--- config.mk ---
export PLATFORM = sky130hd
export DESIGN_NAME = vram_scanout_flat
export DESIGN_NICKNAME = d
export VERILOG_FILES = /design/src/rtl/vram_scanout_pkg.sv /design/src/rtl/vram_scanout_if.sv /design/src/rtl/vram_scanout_video_timing.sv /design/src/rtl/vram_scanout.sv /design/src/flat_wrapper.sv
export SDC_FILE = /design/constraint.sdc
export NUM_CORES = 1
export LEC_CHECK = 0
export CAP_MARGIN = 20
export CORE_ASPECT_RATIO = 0.6
export CORE_MARGIN = 2
export CORE_UTILIZATION = 59
export DETAILED_ROUTE_END_ITERATION = 10
export GPL_TIMING_DRIVEN = 0
export PLACE_DENSITY = 0.82
export SLEW_MARGIN = 20
export SYNTH_ARGS = -nofsm -noshare
export SYNTH_HDL_FRONTEND = slang
export SYNTH_HIERARCHICAL = 1
export SYNTH_SLANG_ARGS = --single-unit
export TNS_END_PERCENT = 100
--- constraint.sdc ---
create_clock -name clk -period 5.5 [get_ports clk]
set_input_delay 0.825 -clock clk [delete_from_list [all_inputs] [get_ports clk]]
set_output_delay 0.825 -clock clk [all_outputs]
set_load 0.02 [all_outputs]
--- src/rtl/vram_scanout_pkg.sv ---
// rtl/vram_scanout_pkg.sv - shared timing constants, types and config check for vram_scanout
package vram_scanout_pkg;

    localparam int H_VISIBLE = 640;
    localparam int H_FRONT   = 16;
    localparam int H_SYNC    = 96;
    localparam int H_BACK    = 48;
    localparam int V_VISIBLE = 480;
    localparam int V_FRONT   = 10;
    localparam int V_SYNC    = 2;
    localparam int V_BACK    = 33;
    localparam int H_TOTAL   = H_VISIBLE + H_FRONT + H_SYNC + H_BACK;
    localparam int V_TOTAL   = V_VISIBLE + V_FRONT + V_SYNC + V_BACK;

    localparam int X_OFFSET  = 64;
    localparam int Y_OFFSET  = 112;
    localparam logic [13:0] BASE_ADDR = 14'h0000;

    localparam int SCREEN_W      = 512;
    localparam int SCREEN_H      = 256;
    localparam int WORDS_PER_ROW = SCREEN_W / 16;

    typedef struct packed {
        logic hsync;
        logic vsync;
        logic active;
        logic frame;
    } sync_t;

    localparam sync_t SYNC_IDLE = '{hsync: 1'b1, vsync: 1'b1, active: 1'b0, frame: 1'b0};

    // Window must start on a word boundary and sit entirely inside the visible area.
    function automatic bit cfg_ok(input int x_off, input int y_off, input int h_vis,
                                  input int v_vis, input int sw, input int sh);
        return (x_off >= 0) && (y_off >= 0) && (x_off % 16 == 0) && (sw % 16 == 0) &&
               (x_off + sw <= h_vis) && (y_off + sh <= v_vis);
    endfunction

endpackage

--- src/rtl/vram_scanout_if.sv ---
// rtl/vram_scanout_if.sv - VRAM read port between VRAM and the scanout reader
interface vram_scanout_if;
    logic        loaded;
    logic [13:0] raddr;
    logic [15:0] rdata;

    modport master (input loaded, input rdata, output raddr);
    modport slave  (output loaded, output rdata, input raddr);
endinterface

--- src/rtl/vram_scanout_video_timing.sv ---
// rtl/vram_scanout_video_timing.sv - VGA h/v counters with sync/active/frame decode
module video_timing #(
    parameter int H_VISIBLE = vram_scanout_pkg::H_VISIBLE,
    parameter int H_FRONT   = vram_scanout_pkg::H_FRONT,
    parameter int H_SYNC    = vram_scanout_pkg::H_SYNC,
    parameter int H_BACK    = vram_scanout_pkg::H_BACK,
    parameter int V_VISIBLE = vram_scanout_pkg::V_VISIBLE,
    parameter int V_FRONT   = vram_scanout_pkg::V_FRONT,
    parameter int V_SYNC    = vram_scanout_pkg::V_SYNC,
    parameter int V_BACK    = vram_scanout_pkg::V_BACK,
    localparam int H_TOTAL  = H_VISIBLE + H_FRONT + H_SYNC + H_BACK,
    localparam int V_TOTAL  = V_VISIBLE + V_FRONT + V_SYNC + V_BACK,
    localparam int HW       = $clog2(H_TOTAL),
    localparam int VW       = $clog2(V_TOTAL)
) (
    input  logic                    clk,
    input  logic                    reset,
    output logic [HW-1:0]           h,
    output logic [VW-1:0]           v,
    output vram_scanout_pkg::sync_t sync
);
    import vram_scanout_pkg::*;

    always_ff @(posedge clk) begin
        if (reset) begin
            h <= '0;
            v <= '0;
        end else if (int'(h) == H_TOTAL - 1) begin
            h <= '0;
            v <= (int'(v) == V_TOTAL - 1) ? '0 : v + 1'b1;
        end else begin
            h <= h + 1'b1;
        end
    end

    always_comb begin
        sync.hsync  = !((int'(h) >= H_VISIBLE + H_FRONT) &&
                        (int'(h) <  H_VISIBLE + H_FRONT + H_SYNC));
        sync.vsync  = !((int'(v) >= V_VISIBLE + V_FRONT) &&
                        (int'(v) <  V_VISIBLE + V_FRONT + V_SYNC));
        sync.active = (int'(h) < H_VISIBLE) && (int'(v) < V_VISIBLE);
        sync.frame  = (h == '0) && (v == '0);
    end

endmodule

--- src/rtl/vram_scanout.sv ---
// rtl/vram_scanout.sv - VGA scanout: fetches screen words from VRAM and serializes them to pixels
module vram_scanout #(
    parameter int H_VISIBLE          = vram_scanout_pkg::H_VISIBLE,
    parameter int H_FRONT            = vram_scanout_pkg::H_FRONT,
    parameter int H_SYNC             = vram_scanout_pkg::H_SYNC,
    parameter int H_BACK             = vram_scanout_pkg::H_BACK,
    parameter int V_VISIBLE          = vram_scanout_pkg::V_VISIBLE,
    parameter int V_FRONT            = vram_scanout_pkg::V_FRONT,
    parameter int V_SYNC             = vram_scanout_pkg::V_SYNC,
    parameter int V_BACK             = vram_scanout_pkg::V_BACK,
    parameter int X_OFFSET           = vram_scanout_pkg::X_OFFSET,
    parameter int Y_OFFSET           = vram_scanout_pkg::Y_OFFSET,
    parameter logic [13:0] BASE_ADDR = vram_scanout_pkg::BASE_ADDR,
    parameter int SCREEN_W           = vram_scanout_pkg::SCREEN_W,
    parameter int SCREEN_H           = vram_scanout_pkg::SCREEN_H,
    localparam int H_TOTAL           = H_VISIBLE + H_FRONT + H_SYNC + H_BACK,
    localparam int V_TOTAL           = V_VISIBLE + V_FRONT + V_SYNC + V_BACK,
    localparam int HW                = $clog2(H_TOTAL),
    localparam int VW                = $clog2(V_TOTAL),
    localparam int WPR               = SCREEN_W / 16
) (
    input  logic           clk,
    input  logic           reset,
    vram_scanout_if.master vram,
    output logic           hsync,
    output logic           vsync,
    output logic           active,
    output logic           pixel,
    output logic           frame
);
    import vram_scanout_pkg::*;

    if (!cfg_ok(X_OFFSET, Y_OFFSET, H_VISIBLE, V_VISIBLE, SCREEN_W, SCREEN_H)) begin : g_bad_cfg
        $error("vram_scanout: window misaligned or outside the visible area");
    end

    logic [HW-1:0] h;
    logic [VW-1:0] v;
    sync_t         sync0, sync1, sync2;
    logic          show;
    int            x0, y0;
    logic          in_win0, fetch0;
    logic          win1, load1;
    logic          pixel_reg;
    logic [15:0]   shifter;

    video_timing #(
        .H_VISIBLE (H_VISIBLE), .H_FRONT (H_FRONT), .H_SYNC (H_SYNC), .H_BACK (H_BACK),
        .V_VISIBLE (V_VISIBLE), .V_FRONT (V_FRONT), .V_SYNC (V_SYNC), .V_BACK (V_BACK)
    ) u_timing (
        .clk   (clk),
        .reset (reset),
        .h     (h),
        .v     (v),
        .sync  (sync0)
    );

    // Stage 0: address is a pure function of the counters so rdata lines up one cycle later.
    always_comb begin
        x0         = int'(h) - X_OFFSET;
        y0         = int'(v) - Y_OFFSET;
        in_win0    = (x0 >= 0) && (x0 < SCREEN_W) && (y0 >= 0) && (y0 < SCREEN_H);
        fetch0     = show && in_win0 && (x0 % 16 == 0);
        vram.raddr = BASE_ADDR;
        if (fetch0) begin
            vram.raddr = BASE_ADDR + 14'(y0 * WPR + x0 / 16);
        end
    end

    always_ff @(posedge clk) begin
        if (reset) begin
            show      <= 1'b0;
            sync1     <= SYNC_IDLE;
            sync2     <= SYNC_IDLE;
            win1      <= 1'b0;
            load1     <= 1'b0;
            pixel_reg <= 1'b0;
            shifter   <= '0;
        end else begin
            // loaded only takes effect at a frame boundary so a frame is never half-drawn.
            if (sync0.frame) begin
                show <= vram.loaded;
            end
            sync1 <= sync0;
            sync2 <= sync1;
            win1  <= show && in_win0;
            load1 <= fetch0;
            // Bit 0 is the leftmost pixel, so shift right.
            if (load1) begin
                pixel_reg <= vram.rdata[0];
                shifter   <= {1'b0, vram.rdata[15:1]};
            end else if (win1) begin
                pixel_reg <= shifter[0];
                shifter   <= shifter >> 1;
            end else begin
                pixel_reg <= 1'b0;
            end
        end
    end

    assign hsync  = sync2.hsync;
    assign vsync  = sync2.vsync;
    assign active = sync2.active;
    assign frame  = sync2.frame;
    assign pixel  = pixel_reg;

endmodule

--- src/flat_wrapper.sv ---
// flat-port wrapper written by rule: the top's interface ports become plain ports
module vram_scanout_flat import vram_scanout_pkg::*;
#(
    parameter int H_VISIBLE          = vram_scanout_pkg::H_VISIBLE,
    parameter int H_FRONT            = vram_scanout_pkg::H_FRONT,
    parameter int H_SYNC             = vram_scanout_pkg::H_SYNC,
    parameter int H_BACK             = vram_scanout_pkg::H_BACK,
    parameter int V_VISIBLE          = vram_scanout_pkg::V_VISIBLE,
    parameter int V_FRONT            = vram_scanout_pkg::V_FRONT,
    parameter int V_SYNC             = vram_scanout_pkg::V_SYNC,
    parameter int V_BACK             = vram_scanout_pkg::V_BACK,
    parameter int X_OFFSET           = vram_scanout_pkg::X_OFFSET,
    parameter int Y_OFFSET           = vram_scanout_pkg::Y_OFFSET,
    parameter logic [13:0] BASE_ADDR = vram_scanout_pkg::BASE_ADDR,
    parameter int SCREEN_W           = vram_scanout_pkg::SCREEN_W,
    parameter int SCREEN_H           = vram_scanout_pkg::SCREEN_H,
    localparam int H_TOTAL           = H_VISIBLE + H_FRONT + H_SYNC + H_BACK,
    localparam int V_TOTAL           = V_VISIBLE + V_FRONT + V_SYNC + V_BACK,
    localparam int HW                = $clog2(H_TOTAL),
    localparam int VW                = $clog2(V_TOTAL),
    localparam int WPR               = SCREEN_W / 16
)
  (clk, reset, hsync, vsync, active, pixel, frame, vram_loaded, vram_rdata, vram_raddr);
  vram_scanout_if vram_i ();
  input  logic clk;
  input  logic reset;
  output logic hsync;
  output logic vsync;
  output logic active;
  output logic pixel;
  output logic frame;
  input wire logic [$bits(vram_i.loaded)-1:0] vram_loaded;
  input wire logic [$bits(vram_i.rdata)-1:0] vram_rdata;
  output wire logic [$bits(vram_i.raddr)-1:0] vram_raddr;
  assign vram_i.loaded = vram_loaded;
  assign vram_i.rdata = vram_rdata;
  assign vram_raddr = vram_i.raddr;
  vram_scanout #(.H_VISIBLE(H_VISIBLE), .H_FRONT(H_FRONT), .H_SYNC(H_SYNC), .H_BACK(H_BACK), .V_VISIBLE(V_VISIBLE), .V_FRONT(V_FRONT), .V_SYNC(V_SYNC), .V_BACK(V_BACK), .X_OFFSET(X_OFFSET), .Y_OFFSET(Y_OFFSET), .BASE_ADDR(BASE_ADDR), .SCREEN_W(SCREEN_W), .SCREEN_H(SCREEN_H)) u_core (.clk(clk), .reset(reset), .vram(vram_i), .hsync(hsync), .vsync(vsync), .active(active), .pixel(pixel), .frame(frame));
endmodule
==> implementation parameters <==
Parameter                              Value

Cells and area
  Max FFs per register    15
  Area added between synthesis and finish    20.4%
  Total Nets Final    418
  Leading registers by flop count    u_core/shifter x15, u_core/u_timing/h x10, u_core/u_timing/v x10
  Proportion of layout cells with a drive suffix above 1    6.81%
  Highest-count cells in the layout ignoring fill and taps    nor2_1, dfxtp_1, clkdlybuf4s50_1
  Reg with most FFs    u_core/shifter
  Antenna cells    0
  Leading cell type in the layout, fill and taps excluded    nor2_1

Clock tree
  Later-pin clock latency in the skew report    0.31 ns
  Number of buffers inserted during clock tree synthesis    5
  CTS tree    done
  Post-CTS Setup Repair Bufs    0
  Total number of H-tree levels    2
  CTS Hold Buffers Added    0
  Root buffer cell    clkbuf_8
  Number of clock sinks    47
  Number of buffers on the longest clock path    2
  Number of cells upsized or downsized after cts    0
  Clock-pin slew reported for the worst setup and hold paths after clock tree synthesis    0.09 ns

Drt
  Number of nets with antenna violations after detailed routing    0
  Via count normalized by instance count    5.71
  Final wirelength    6730 um
  Routed via count    2543
  Routed len/inst    15.1 um
  Initial detailed-routing violation count    241
  Residual DRC count    0
  Iteration count of the initial detailed-routing pass    5

STA
  Worst Setup Slack, final    0.331 ns
  Final setup viols    0
  Slew Limit Headroom    50.8%
  Final Cycle Share    94.0%
  Final min period    5.17 ns
  Unrepaired setup endpoints after global routing    false
  Highest clock rate    0.193 GHz
  Post-route clock skew    0.00889 ns
  Max Transition Viols Final    0
  Slew at the pin closest to its max-slew limit    0.737 ns
  Hold violation total from the final report    0
  Fin Setup TNS    0 ns

Global route
  Wire length of the first global-routing pass    11400 um
  Vias in the first global route    2286
  Maximum number of pins on one net before global-route repair    17
  Overall global routing resource usage    27.5%
  Overall overflow remaining after global route    0
  Initial antenna violation count    0

Place
  Placer's final routability congestion estimate    0.913
  Count of input and output buffers    37
  Placement-stage worst setup slack    0.725 ns
  HPWL after DPL    5080 um

Synthesis
  Post-synth ARST share    0%
  Post-Synthesis Net Count    374
  Number of flip-flops and latches in the synthesized netlist    47
  Cell type with the largest total area after synthesis    dfxtp_1
  Synthesis Warnings    6
  Number of different library cells in the post-synthesis netlist    50
  Share of the synthesized area in the top cell type    34.0%
  Seq/Total Area, Yosys    34.0%
  Post-synth EDFFs    0
  Per-instance average area after synthesis    8.21 um^2
  Most frequently used flop master after synthesis    dfxtp_1
  Netlist area before placement    2770 um^2
  Cell count after synthesis    337
  Largest cells by area after synthesis    dfxtp_1, nor2_1, ha_1

Floorplanning
  Width of the die    92.4 um
  Placeable core region    4540 um^2
  Top-Level Pins    38
  Total die area    5270 um^2
  Initial core utilization    61.0%
  Y dimension of the die    57.1 um
  Count of standard-cell rows    19

Critical path
  R2R Setup Slk    3.16 ns
  Startpoint kind of the worst setup timing path    flip-flop
  Largest driver fanout on the critical path    8
  Element type at the critical path end    output port
  Data required, critical path    4.68 ns
  Data arrival, critical path    4.34 ns
  Crit path kind    reg -> out

Run status
  Run status    completed

Pwr
  Leakage power summed over all cells    1.26 nW
  Pwr/cell area    194 nW/um^2
  Worst VDD drop    165 uV

Worst hold path
  Hold Path Class    reg -> reg

Run
  Maximum Capacitance Violations    0
-- cell families (layout without fill, tap and decap cells) --
kind of cell               count (synthesis)  count (layout)  synth area share [%]
xor gates and xnor gates                  27              27                  8.54
AOI/OAI and AO/OA                         52              52                  10.7
and+or+nand+nor                          147             147                  27.8
muxes                                     15              15                  5.42
buffers and inverters                     31              76                  5.33
adders and majority gates                 18              18                  8.14
DFF                                       47              47                  34.0
-- worst paths after layout --
kind	start	to	depth (start not counted)
min reg2reg	u_core/sync1[3]	u_core/hsync	1
max	u_core/u_timing/h[6]	vram_raddr[12]	13
min	u_core/sync1[3]	u_core/hsync	1
max reg2reg	u_core/u_timing/v[4]	u_core/load1	8
-- per-stage QoR --
step	total power, mW	utilization, %	hold WS (ns)	cells	instance area, um^2
finish	0.647	73.4	0.415	445	3330
global route	0.670	73.4	0.447	445	3330
CTS	0.653	73.4	0.415	445	3330
detailed placement	0.393	70.8	0.392	437	3220
global placement	0.391	70.8	0.393	437	3220
floorplan	0.372	-	0.389	337	2770
-- where the power goes --
part           switching, mW  total (mW)  internal, mW
sequential           0.00299       0.348         0.345
combinational         0.0165      0.0372        0.0207
clock                  0.126       0.263         0.137
total                  0.145       0.647         0.502
-- layer usage --
layer	routed length [um]	track usage, %
met1	3300	42.2
met5	0	0
met3	489	5.15
met4	83	7.68
met2	2850	39.4
-- worst max-delay path, cell delays in order (launching register included) --
cell and delay (ns):
dfxtp_1 0.37, inv_1 0.10, ha_1 0.25, or3b_2 0.53, inv_1 0.26, and2_1 0.18
ha_1 0.21, ha_1 0.23, nand4b_1 0.17, a211oi_1 0.58, a41oi_1 0.24, xor2_1 0.19
nor2_1 0.10, clkdlybuf4s50_1 0.60
-- final cells by class --
| class | count | area [um^2] |
|---|---|---|
| multi-input combinational | 259 | 1680 |
| fill | 347 | 1210 |
| sequential | 47 | 941 |
| timing repair buffer | 37 | 370 |
| buffer | 15 | 87.6 |
| tap | 63 | 78.8 |
| clock buffer | 5 | 68.8 |
| inverter | 16 | 60.1 |
| clock inverter | 3 | 46.3 |
-- cells in the mapped netlist, types with 8 or more instances --
library cell  instances
mux2i_1              15
inv_1                16
ha_1                 18
a21oi_1              30
xnor2_1              12
nor3_1                8
dfxtp_1              47
clkbuf_1              8
nand3_1               9
xor2_1               15
o21ai_0               8
nand2_1              15
nor2_1               62
(Power assumes the default switching activity.)
